--- config.mk ---
export PLATFORM = sky130hd
export DESIGN_NAME = lsu
export DESIGN_NICKNAME = d
export VERILOG_FILES = /design/src/rtl/lsu.sv
export SDC_FILE = /design/constraint.sdc
export NUM_CORES = 1
export LEC_CHECK = 0
export CAP_MARGIN = 25
export CORE_ASPECT_RATIO = 1.4
export CORE_MARGIN = 10
export CORE_UTILIZATION = 29
export CTS_CLUSTER_SIZE = 14
export DETAILED_ROUTE_END_ITERATION = 7
export PLACE_DENSITY = 0.66
export SKIP_CTS_REPAIR_TIMING = 1
export SKIP_LAST_GASP = 1
export SYNTH_ARGS = -nofsm -noshare
export SYNTH_HDL_FRONTEND = slang
export SYNTH_SLANG_ARGS = --single-unit
--- constraint.sdc ---
create_clock -name Clk -period 6.5 [get_ports Clk]
set_input_delay 1.3 -clock Clk [delete_from_list [all_inputs] [get_ports Clk]]
set_output_delay 1.3 -clock Clk [all_outputs]
set_load 0.1 [all_outputs]
--- src/rtl/lsu.sv ---
// Load/store unit between the CPU and a word-wide data memory with a one-cycle read latency.
// Handles byte/halfword lane select, sign extension and read-modify-write; misaligned requests are rejected.
module lsu (
  input  logic        Clk,
  input  logic        Reset,
  input  logic        Req,
  input  logic        We,
  input  logic [1:0]  Size,
  input  logic        Signed,
  input  logic [31:0] Addr,
  input  logic [31:0] WData,
  output logic        Busy,
  output logic        Done,
  output logic        AlignErr,
  output logic [31:0] RData,
  output logic [29:0] Ad,
  output logic [31:0] WrData,
  output logic        DMWr,
  input  logic [31:0] DM
);

  typedef enum logic [2:0] {S_IDLE, S_RD, S_CAP, S_WR, S_DONE} state_t;

  localparam logic [1:0] SZ_BYTE = 2'b00;
  localparam logic [1:0] SZ_HALF = 2'b01;
  localparam logic [1:0] SZ_WORD = 2'b10;

  state_t      r_state;
  state_t      w_next;
  logic [1:0]  r_off;
  logic        r_we;
  logic [1:0]  r_size;
  logic        r_signed;
  logic [15:0] r_wdata;
  logic        r_err;
  logic [31:0] r_rdata;
  logic [29:0] r_ad;
  logic [31:0] r_wrdata;

  logic        w_accept;
  logic        w_misalign;
  logic        w_word_st;
  logic [7:0]  w_byte;
  logic [15:0] w_half;
  logic [31:0] w_load;
  logic [31:0] w_merge;

  assign w_accept   = (r_state == S_IDLE) && Req;
  assign w_misalign = (Size == 2'b11) ||
                      ((Size == SZ_HALF) && Addr[0]) ||
                      ((Size == SZ_WORD) && (Addr[1:0] != 2'b00));
  assign w_word_st  = We && (Size == SZ_WORD);

  always_comb begin
    w_next = r_state;
    case (r_state)
      S_IDLE: begin
        if (Req) begin
          if (w_misalign)     w_next = S_DONE;
          else if (w_word_st) w_next = S_WR;
          else                w_next = S_RD;
        end
      end
      S_RD:    w_next = S_CAP;
      S_CAP:   w_next = r_we ? S_WR : S_DONE;
      S_WR:    w_next = S_DONE;
      S_DONE:  w_next = S_IDLE;
      default: w_next = S_IDLE;
    endcase
  end

  // Lane extraction for loads; DM is valid while in CAP.
  always_comb begin
    w_byte = DM[{r_off, 3'b000} +: 8];
    w_half = DM[{r_off[1], 4'b0000} +: 16];
    w_load = DM;
    case (r_size)
      SZ_BYTE: w_load = {{24{r_signed & w_byte[7]}}, w_byte};
      SZ_HALF: w_load = {{16{r_signed & w_half[15]}}, w_half};
      default: w_load = DM;
    endcase
  end

  always_comb begin
    w_merge = DM;
    case (r_size)
      SZ_BYTE: w_merge[{r_off, 3'b000} +: 8]     = r_wdata[7:0];
      SZ_HALF: w_merge[{r_off[1], 4'b0000} +: 16] = r_wdata;
      default: w_merge = DM;
    endcase
  end

  always_ff @(posedge Clk or posedge Reset) begin
    if (Reset) begin
      r_state  <= S_IDLE;
      r_off    <= 2'b00;
      r_we     <= 1'b0;
      r_size   <= SZ_BYTE;
      r_signed <= 1'b0;
      r_wdata  <= 16'h0;
      r_err    <= 1'b0;
      r_rdata  <= 32'h0;
      r_ad     <= 30'h0;
      r_wrdata <= 32'h0;
    end else begin
      r_state <= w_next;
      if (w_accept) begin
        r_off    <= Addr[1:0];
        r_we     <= We;
        r_size   <= Size;
        r_signed <= Signed;
        r_wdata  <= WData[15:0];
        r_err    <= w_misalign;
        if (!w_misalign) begin
          r_ad <= Addr[31:2];
          if (w_word_st) r_wrdata <= WData;
        end
      end
      if (r_state == S_CAP) begin
        if (r_we) r_wrdata <= w_merge;
        else      r_rdata  <= w_load;
      end
    end
  end

  assign Busy     = (r_state != S_IDLE);
  assign Done     = (r_state == S_DONE);
  assign AlignErr = (r_state == S_DONE) && r_err;
  assign DMWr     = (r_state == S_WR);
  assign RData    = r_rdata;
  assign Ad       = r_ad;
  assign WrData   = r_wrdata;

endmodule

* Yosys cells after proc, flatten, opt, wreduce, memory -nomap -nowiden
Cells that the tools add are included.
** Word-level totals
- Memories :: 0
- ROM bits :: 0
- Latch bits :: 0
- Register bits after elaboration :: 120
- Bits in writable memories :: 0
- Logic and storage cells :: 58
- Output and inout bits :: 98
- Input port bits :: 103
** Cells by class
- Bitwise operators :: 4
- Add/sub/neg operators :: 2
- $mul :: 0
- Multiplexer cells :: 14
- Magnitude comparators :: 0
- Equality and inequality tests :: 9
- Shift-type cells :: 6
- Reductions and logical operators :: 13
- Divide/modulo/power cells :: 0
** Operators by type and width (count)
- 32-bit 2-to-1 mux :: 5
- 32-bit case mux with 2 select lines :: 2
- 32-bit bitwise mux :: 2
- 16-bit by 7-bit variable shift with 32-bit output, first input constant :: 1
- 8-bit by 7-bit variable shift with 32-bit output, first input constant :: 1
- 16-bit by 7-bit indexed part select with 32-bit output :: 1
- 32-bit by 6-bit indexed part select with 16-bit output :: 1
- 32-bit by 6-bit indexed part select with 8-bit output :: 1
- 8-bit by 7-bit indexed part select with 32-bit output :: 1
- 5-bit negation with 7-bit output :: 2
- 3-bit case mux with 4 select lines :: 1
- 3-bit 2-to-1 mux :: 3
- 3-bit by 2-bit equality test with 1-bit output, second input constant :: 2
- 1-bit logical AND :: 5
- 2-bit by 1-bit equality test with 1-bit output, second input constant :: 2
- 2-bit equality test, second input constant :: 2
- 2-bit AND reduction :: 2
- 3-bit by 1-bit equality test with 1-bit output, second input constant :: 1
- 3-bit equality test, second input constant :: 1
- 3-bit logical NOT :: 1
- 3-bit nonzero test :: 1
- 1-bit AND :: 2
- 2-bit logical NOT :: 1
- 1-bit logical OR :: 2
- 4 further kinds :: 5

* Depth between registers and ports, before layout
- Depth in word-level cells :: 8
- Depth in mapped cells :: 9
- Mapped depth without buffers :: 6

* Worst setup path before layout
OpenSTA, ideal clock, no wires.
- Kind :: register to output
- Start point :: register r_state[2]
- End point :: output DMWr
- Stages on the path, launching flop included :: 4
- Path slack :: 3242 ps
- Data required time :: 5200 ps
- Buffers on the path :: 1
- Arrival :: 1958 ps
- Cells stage by stage :: dfrtp_1 -> buf_2 -> nand2b_1 -> nor2_1
** Between the ends
- Longest elaborated chain between the ends :: 1
** RTL lines
- start, declared :: RTL line 28 : state_t r_state;
- start signal, assigned :: RTL line 106 : r_state <= w_next;
- 3-bit by 2-bit equality test with 1-bit output :: RTL line 129 : assign DMWr = (r_state == S_WR);
- end, declared :: RTL line 18 : output logic DMWr,
No other way between the ends.

* Worst setup path in the final report
- Start point :: register r_state[0]
- End point :: output AlignErr
** Between the ends
- Longest elaborated chain between the ends :: 2
** RTL lines
- 3-bit equality test :: RTL line 128 : assign AlignErr = (r_state == S_DONE) && r_err;
- 1-bit logical AND :: RTL line 128
- end, declared :: RTL line 14 : output logic AlignErr,
No other way between the ends.

==> impl_metrics.env <==
export IMPL_routabilityCongestion=0.858
export IMPL_avgSynthCellArea_um2=9.99
export IMPL_status="finished clean"
export IMPL_seq_area_um2=3000
export IMPL_fillers=2001
export IMPL_die_w_um=143
export IMPL_synth_common_cells="nand2_1 (134), dfrtp_1 (120), mux2_2 (37)"
export IMPL_worst_slew_pin_slew_ps=1030
export IMPL_vias_per_cell=5.46
export IMPL_syn2layout_area_growth_pct=45.8
export IMPL_post_route_period_util_pct=60.0
export IMPL_yosysWarningCount=0
export IMPL_dp_hpwl_um=17400
export IMPL_dieArea_um2=27300
export IMPL_skew_ps=13.1
export IMPL_cts_tree="yes"
export IMPL_grt_overflow=0
export IMPL_path_max_fanout=8
export IMPL_numCtsBuffers=17
export IMPL_grt_usage_pct=16.7
export IMPL_nNetsFinal=898
export IMPL_vias=5787
export IMPL_synth_top_cell_by_area="dfrtp_1"
export IMPL_grt_most_used_layer="met2"
export IMPL_fmax_mhz=256
export IMPL_drt_first_iter_violations=583
export IMPL_crit_type="reg -> out"
export IMPL_finalSetupTns_ps=0
export IMPL_slew_violations=0
export IMPL_hp_class="reg -> reg"
export IMPL_min_delay_start="r_err"
export IMPL_holdPathEnd="r_err"
export IMPL_final_antenna_net_count=0
export IMPL_grt_met1_usage_pct=19.1
export IMPL_synthFlopType="dfrtp_1"
export IMPL_h_tree_depth=4
export IMPL_finalSetupViolations=0
export IMPL_rsz0062_at_grt="false"
export IMPL_cpMaxStageDelayCell="clkdlybuf4s50_1"
export IMPL_initial_core_util_pct=29.5
export IMPL_syn_cell_area_um2=6090
export IMPL_synthCells=610
export IMPL_io_pins=201
export IMPL_slew_headroom_pct=31.1
export IMPL_use_met3_pct=6.41
export IMPL_synth_most_common_cell="nand2_1"
export IMPL_antenna_found_initial=1
export IMPL_r2r_cells=7
export IMPL_grt_first_pass_wirelength_um=35300
export IMPL_drt_total_wl_um=23400
export IMPL_fin_area_um2=8880
export IMPL_r2r_slack_ps=3810
export IMPL_drive_gt1_share_pct=11.3
export IMPL_dpl_instance_area_um2=8290
export IMPL_max_stage_delay_ps=1140
export IMPL_drc_errors=0
export IMPL_num_rows=62
export IMPL_synth_area_leaders="dfrtp_1 (49%), nand2_1 (8.3%), mux2_2 (6.8%)"
export IMPL_hold_viol=0
export IMPL_die_h_um=192
export IMPL_synth_top_area_share_pct=49.3
export IMPL_async_flop_share_pct=100
export IMPL_cap_violations=0
export IMPL_synth_net_count=718
export IMPL_critPathLaunchType="flop"
export IMPL_drt_pre_antenna_iters=8
export IMPL_clock_tree_root_cell="clkbuf_16"
export IMPL_end_kind="output port"
export IMPL_io_buffers=200
export IMPL_worstSkewPairLatency_ps=430
export IMPL_multi_input_area_um2=2860
export IMPL_cts_clk_slew_worst_paths_ps=60
export IMPL_synth_edf_count=0
export IMPL_path_cells="nor2_1 > and3_1 > clkdlybuf4s50_1"
export IMPL_grt_max_degree=62
export IMPL_grt_pass1_vias=5950
export IMPL_cp_required_ps=5200
export IMPL_hold_path_depth=2
export IMPL_yosysUniqueCellTypes=48
export IMPL_cts_sinks=120
export IMPL_coreArea_um2=20600
export IMPL_ys_ff_latch=120
export IMPL_grt_use_met2_pct=28.1
export IMPL_yosysSeqAreaShare_pct=49.3
export IMPL_clock_path_buffers=2
export IMPL_period_needed_ps=3900
export IMPL_wl_per_cell_um=22.0
export IMPL_arrival_ps=2600
export IMPL_r2r_start="r_off[1]"
export IMPL_timing_rr_end="WrData[7]"
[metal layers]
metal / wire length, um / vias up
li1: - / 2633
met1: 9010 / 2842
met2: 11600 / 268
met3: 2240 / 44
met4: 551 / 0
met5: 0 / -
[cell type report]
type / count / share of cell area [%]
antenna: 1 / 0.0282
clock buffer: 18 / 4.94
clock inverter: 14 / 1.18
inverter: 8 / 0.366
multi-input combinational: 433 / 32.2
sequential: 120 / 33.8
tap: 256 / 3.61
timing repair buffer: 210 / 23.9
[registers in the layout, summed over array words and instances, names as in the netlist, 2 cells and up]
| signal | flops |
|---|---|
| RData | 32 |
| WrData | 32 |
| Ad | 30 |
| r_wdata | 16 |
| r_state | 3 |
| r_off | 2 |
| r_size | 2 |
[cell usage in the layout (no fill, tap or decap), types with 2 or more instances in the layout]
master and count:
nand2_1 134, nor2b_1 2, a32o_1 9, buf_4 7, nor2_1 17, and3_1 3, a22oi_1 18, o22ai_1 2
o21ai_0 12, ha_1 5, nand4_1 2, a32oi_1 15, a22o_1 9, mux2i_1 12, o211a_1 7, or3_1 3
o22a_1 8, nand3_1 33, dfrtp_1 120, mux2_2 37, inv_1 6, nand3b_1 2, nand2b_1 3, clkdlybuf4s50_1 200
and3b_1 2, a222oi_1 7, buf_16 2, clkinv_2 3, a2bb2oi_1 8, or2_2 4, o2bb2ai_1 7, a221o_1 8
a21oi_1 22, clkbuf_16 17, clkinvlp_4 5, a221oi_1 18, a31oi_1 9, clkinv_4 6, nor3_1 3
[critical path, delay by kind of cell, from the launching register on]
kind | cells | cell delay (ps)
buffers and inverters | 1 | 1140
DFF | 1 | 480
and+or+nand+nor | 2 | 560
[metrics by stage]
| stage | std cells | hold WS (ps) | utilization (%) | worst slack (ps) |
|---|---|---|---|---|
| 6_report | 1060 | 483 | 43.1 | 2600 |
| 5_1_grt | 1060 | 520 | 43.1 | 2500 |
| 4_1_cts | 1057 | 484 | 42.8 | 2580 |
| 3_5_place_dp | 1025 | 470 | 40.2 | 2680 |
| 3_3_place_gp | 1024 | 462 | 40.1 | 2500 |
| 2_1_floorplan | 610 | 442 | - | 2010 |
[worst max path at each step]
stage,startpoint,endpoint,slack [ps],cells past startpoint
after floorplan,Reset,Ad[0],2010,1
after global placement,Req,WrData[19],2500,6
after detailed placement,Req,WrData[26],2680,7
after CTS,r_state[0],AlignErr,2580,3
after global routing,r_state[0],AlignErr,2500,3
final,r_state[0],AlignErr,2600,3
[cells by family (layout without fill, tap and decap cells)]
family | after synthesis | after routing | synth area share (%)
AO/OA/AOI/OAI | 163 | 163 | 21.0
AND/OR/NAND/NOR | 216 | 216 | 16.0
other | 0 | 1 | 0
flip-flops | 120 | 120 | 49.3
buffers and inverters | 57 | 250 | 3.88
adder cells (fa/ha/maj) | 5 | 5 | 1.03
multiplexers | 49 | 49 | 8.81
Power is not shown: default switching activity piles up to over one toggle a cycle in this logic, so the estimate is an artifact.
==> RTL edit (same flow settings) <==
Encoding of `state_t`: now one-hot (5 bits for 5 states).
--- a/src/rtl/lsu.sv
+++ b/src/rtl/lsu.sv
@@ -19,7 +19,7 @@
   input  logic [31:0] DM
 );
 
-  typedef enum logic [2:0] {S_IDLE, S_RD, S_CAP, S_WR, S_DONE} state_t;
+  typedef enum logic [4:0] {S_IDLE = 5'b00001, S_RD = 5'b00010, S_CAP = 5'b00100, S_WR = 5'b01000, S_DONE = 5'b10000} state_t;
 
   localparam logic [1:0] SZ_BYTE = 2'b00;
   localparam logic [1:0] SZ_HALF = 2'b01;
Behaviour: no difference found for any inputs over 4 cycles, from zero or initial values and one cycle with Reset high; so few cycles prove little.
==> RTL edit against the unedited design <==
Sequential cell count rose by 2; non-clock buffer count shrank 2; area after synthesis is 6.5% higher; global-route usage decreased by 0.85 points; cell area up 4.5%; register-to-register slack got worse by 0.59 ns; first-iteration DRC count up 15%; utilization down 0.74 points; wire length is 1.0% lower; worst setup slack got worse by 0.023 ns; sequential share of layout area down 0.90 points; worst hold slack better by 0.0042 ns.
Power is left out: the tool's default activity adds up to more than one toggle a clock period on the data nets, which glitch-free logic cannot reach.
==> RTL edit: results <==
{
  "antenna_found_initial": 0,
  "dr.pass1.iters": 7,
  "yosysTopAreaCell": "dfrtp_1",
  "via_count": 5488,
  "first_global_vias": 5738,
  "hold_end": "RData[1]$_DFFE_PP0P_",
  "drt_first_iter_violations": 670,
  "worstSkewPairLatency_ns": 0.42,
  "synth-compound-area-share": 0.1699,
  "r2r-start": "r_off[1]$_DFFE_PP0N_",
  "worstPathMaxFanout": 7,
  "ys_types": 49,
  "wire_per_inst_um": 21.96,
  "reg2reg_depth": 6,
  "grt_pass1_wl_um": 35320,
  "crit_slowest_cell": "clkdlybuf4s50_1",
  "arrival_ns": 2.62,
  "grt_max_degree": 62,
  "cp-startpoint": "r_state[2]$_DFFE_PP0P_",
  "dieWidth_um": 146.4,
  "cts-htree-levels": 4,
  "critPathTopFamily": "buffers and inverters",
  "hold_start": "RData[1]$_DFFE_PP0P_",
  "cts-root-buf": "clkbuf_16",
  "synth-adder-area-share": 0.009641,
  "syn_nets": 672,
  "nets": 850,
  "worst_clock_skew_ns": 0.01109,
  "synthXorXnorAreaFrac": 0.001350,
  "dp_hpwl_um": 17900,
  "synthTopCellsByCount": "121 x dfrtp_1, 65 x mux2i_1, 51 x nand2_1",
  "synth_area_leaders": "dfrtp_1 47%, mux2i_1 10%, mux2_4 6.7%",
  "grt_usage": 0.1586,
  "worstMarginPinSlew_ns": 1.054,
  "clockBufferDepth": 2,
  "cts_buffers": 17,
  "synthArstFlopShare": 1.000,
  "synthMuxAreaShare": 0.2090,
  "critPathMaxStageDelay_ns": 1.15,
  "ff2ff_setup_slack_ns": 3.22,
  "status": "completed",
  "holdPathStages": 2,
  "layout-drive-gt1-share": 0.1377,
  "regToRegEndpoint": "WrData[20]$_DFF_PP0_",
  "ys_warn_count": 0,
  "port_buffers": 200,
  "gp_congestion": 0.9135,
  "ys_seq_area_frac": 0.4707
}
RTL edit: final cells by class:
cell class                 instances  area (µm²)
timing repair buffer             208        2079
inverter                          23       88.84
fill                            2155       12660
antenna                            1       2.502
clock buffer                      20       456.7
sequential                       122        3054
clock inverter                    12       116.4
tap                              297       371.6
multi-input combinational        370        3113
RTL edit: kinds of logic after synthesis:
kind of cell / count (synthesis)
flops: 122
simple gates: 115
xor+xnor: 1
compound gates: 131
buf+inv: 72
mux: 118
fa+ha+maj: 5
RTL edit: routing by layer:
layer / wire length, µm / track usage
met5: 0 / 0
met4: 902 / 0.07581
met3: 1461 / 0.04241
met2: 12020 / 0.2732
met1: 8737 / 0.1787
RTL edit: stage by stage:
step                      worst slack (ns)  instances  hold WS [ns]  area [µm²]  utilization
after floorplan                      1.959        564        0.4524        6489            -
after global placement               2.636       1018        0.4679        8675       0.3954
after detailed placement             2.649       1020        0.4766        8707       0.3968
after CTS                            2.546       1052        0.4896        9280       0.4230
after global routing                 2.459       1052        0.5186        9280       0.4230
final                                2.578       1053        0.4868        9283       0.4231
RTL edit: how the worst max path moves through the flow:
| stage | endpoint | depth (start not counted) |
|---|---|---|
| 6_report | AlignErr | 4 |
| 5_1_grt | AlignErr | 4 |
| 4_1_cts | AlignErr | 4 |
| 3_5_place_dp | Ad[6]$_DFFE_PP0P_ | 5 |
| 3_3_place_gp | Ad[6]$_DFFE_PP0P_ | 5 |
| 2_1_floorplan | Ad[0]$_DFFE_PP0P_ | 1 |
RTL edit: worst register-to-register path: stages, from the launching register on:
cell	delay, ns
dfrtp_1	0.95
inv_2	0.29
ha_1	0.59
nor2b_1	0.34
a41o_1	0.28
a222oi_1	0.56
mux2i_1	0.14
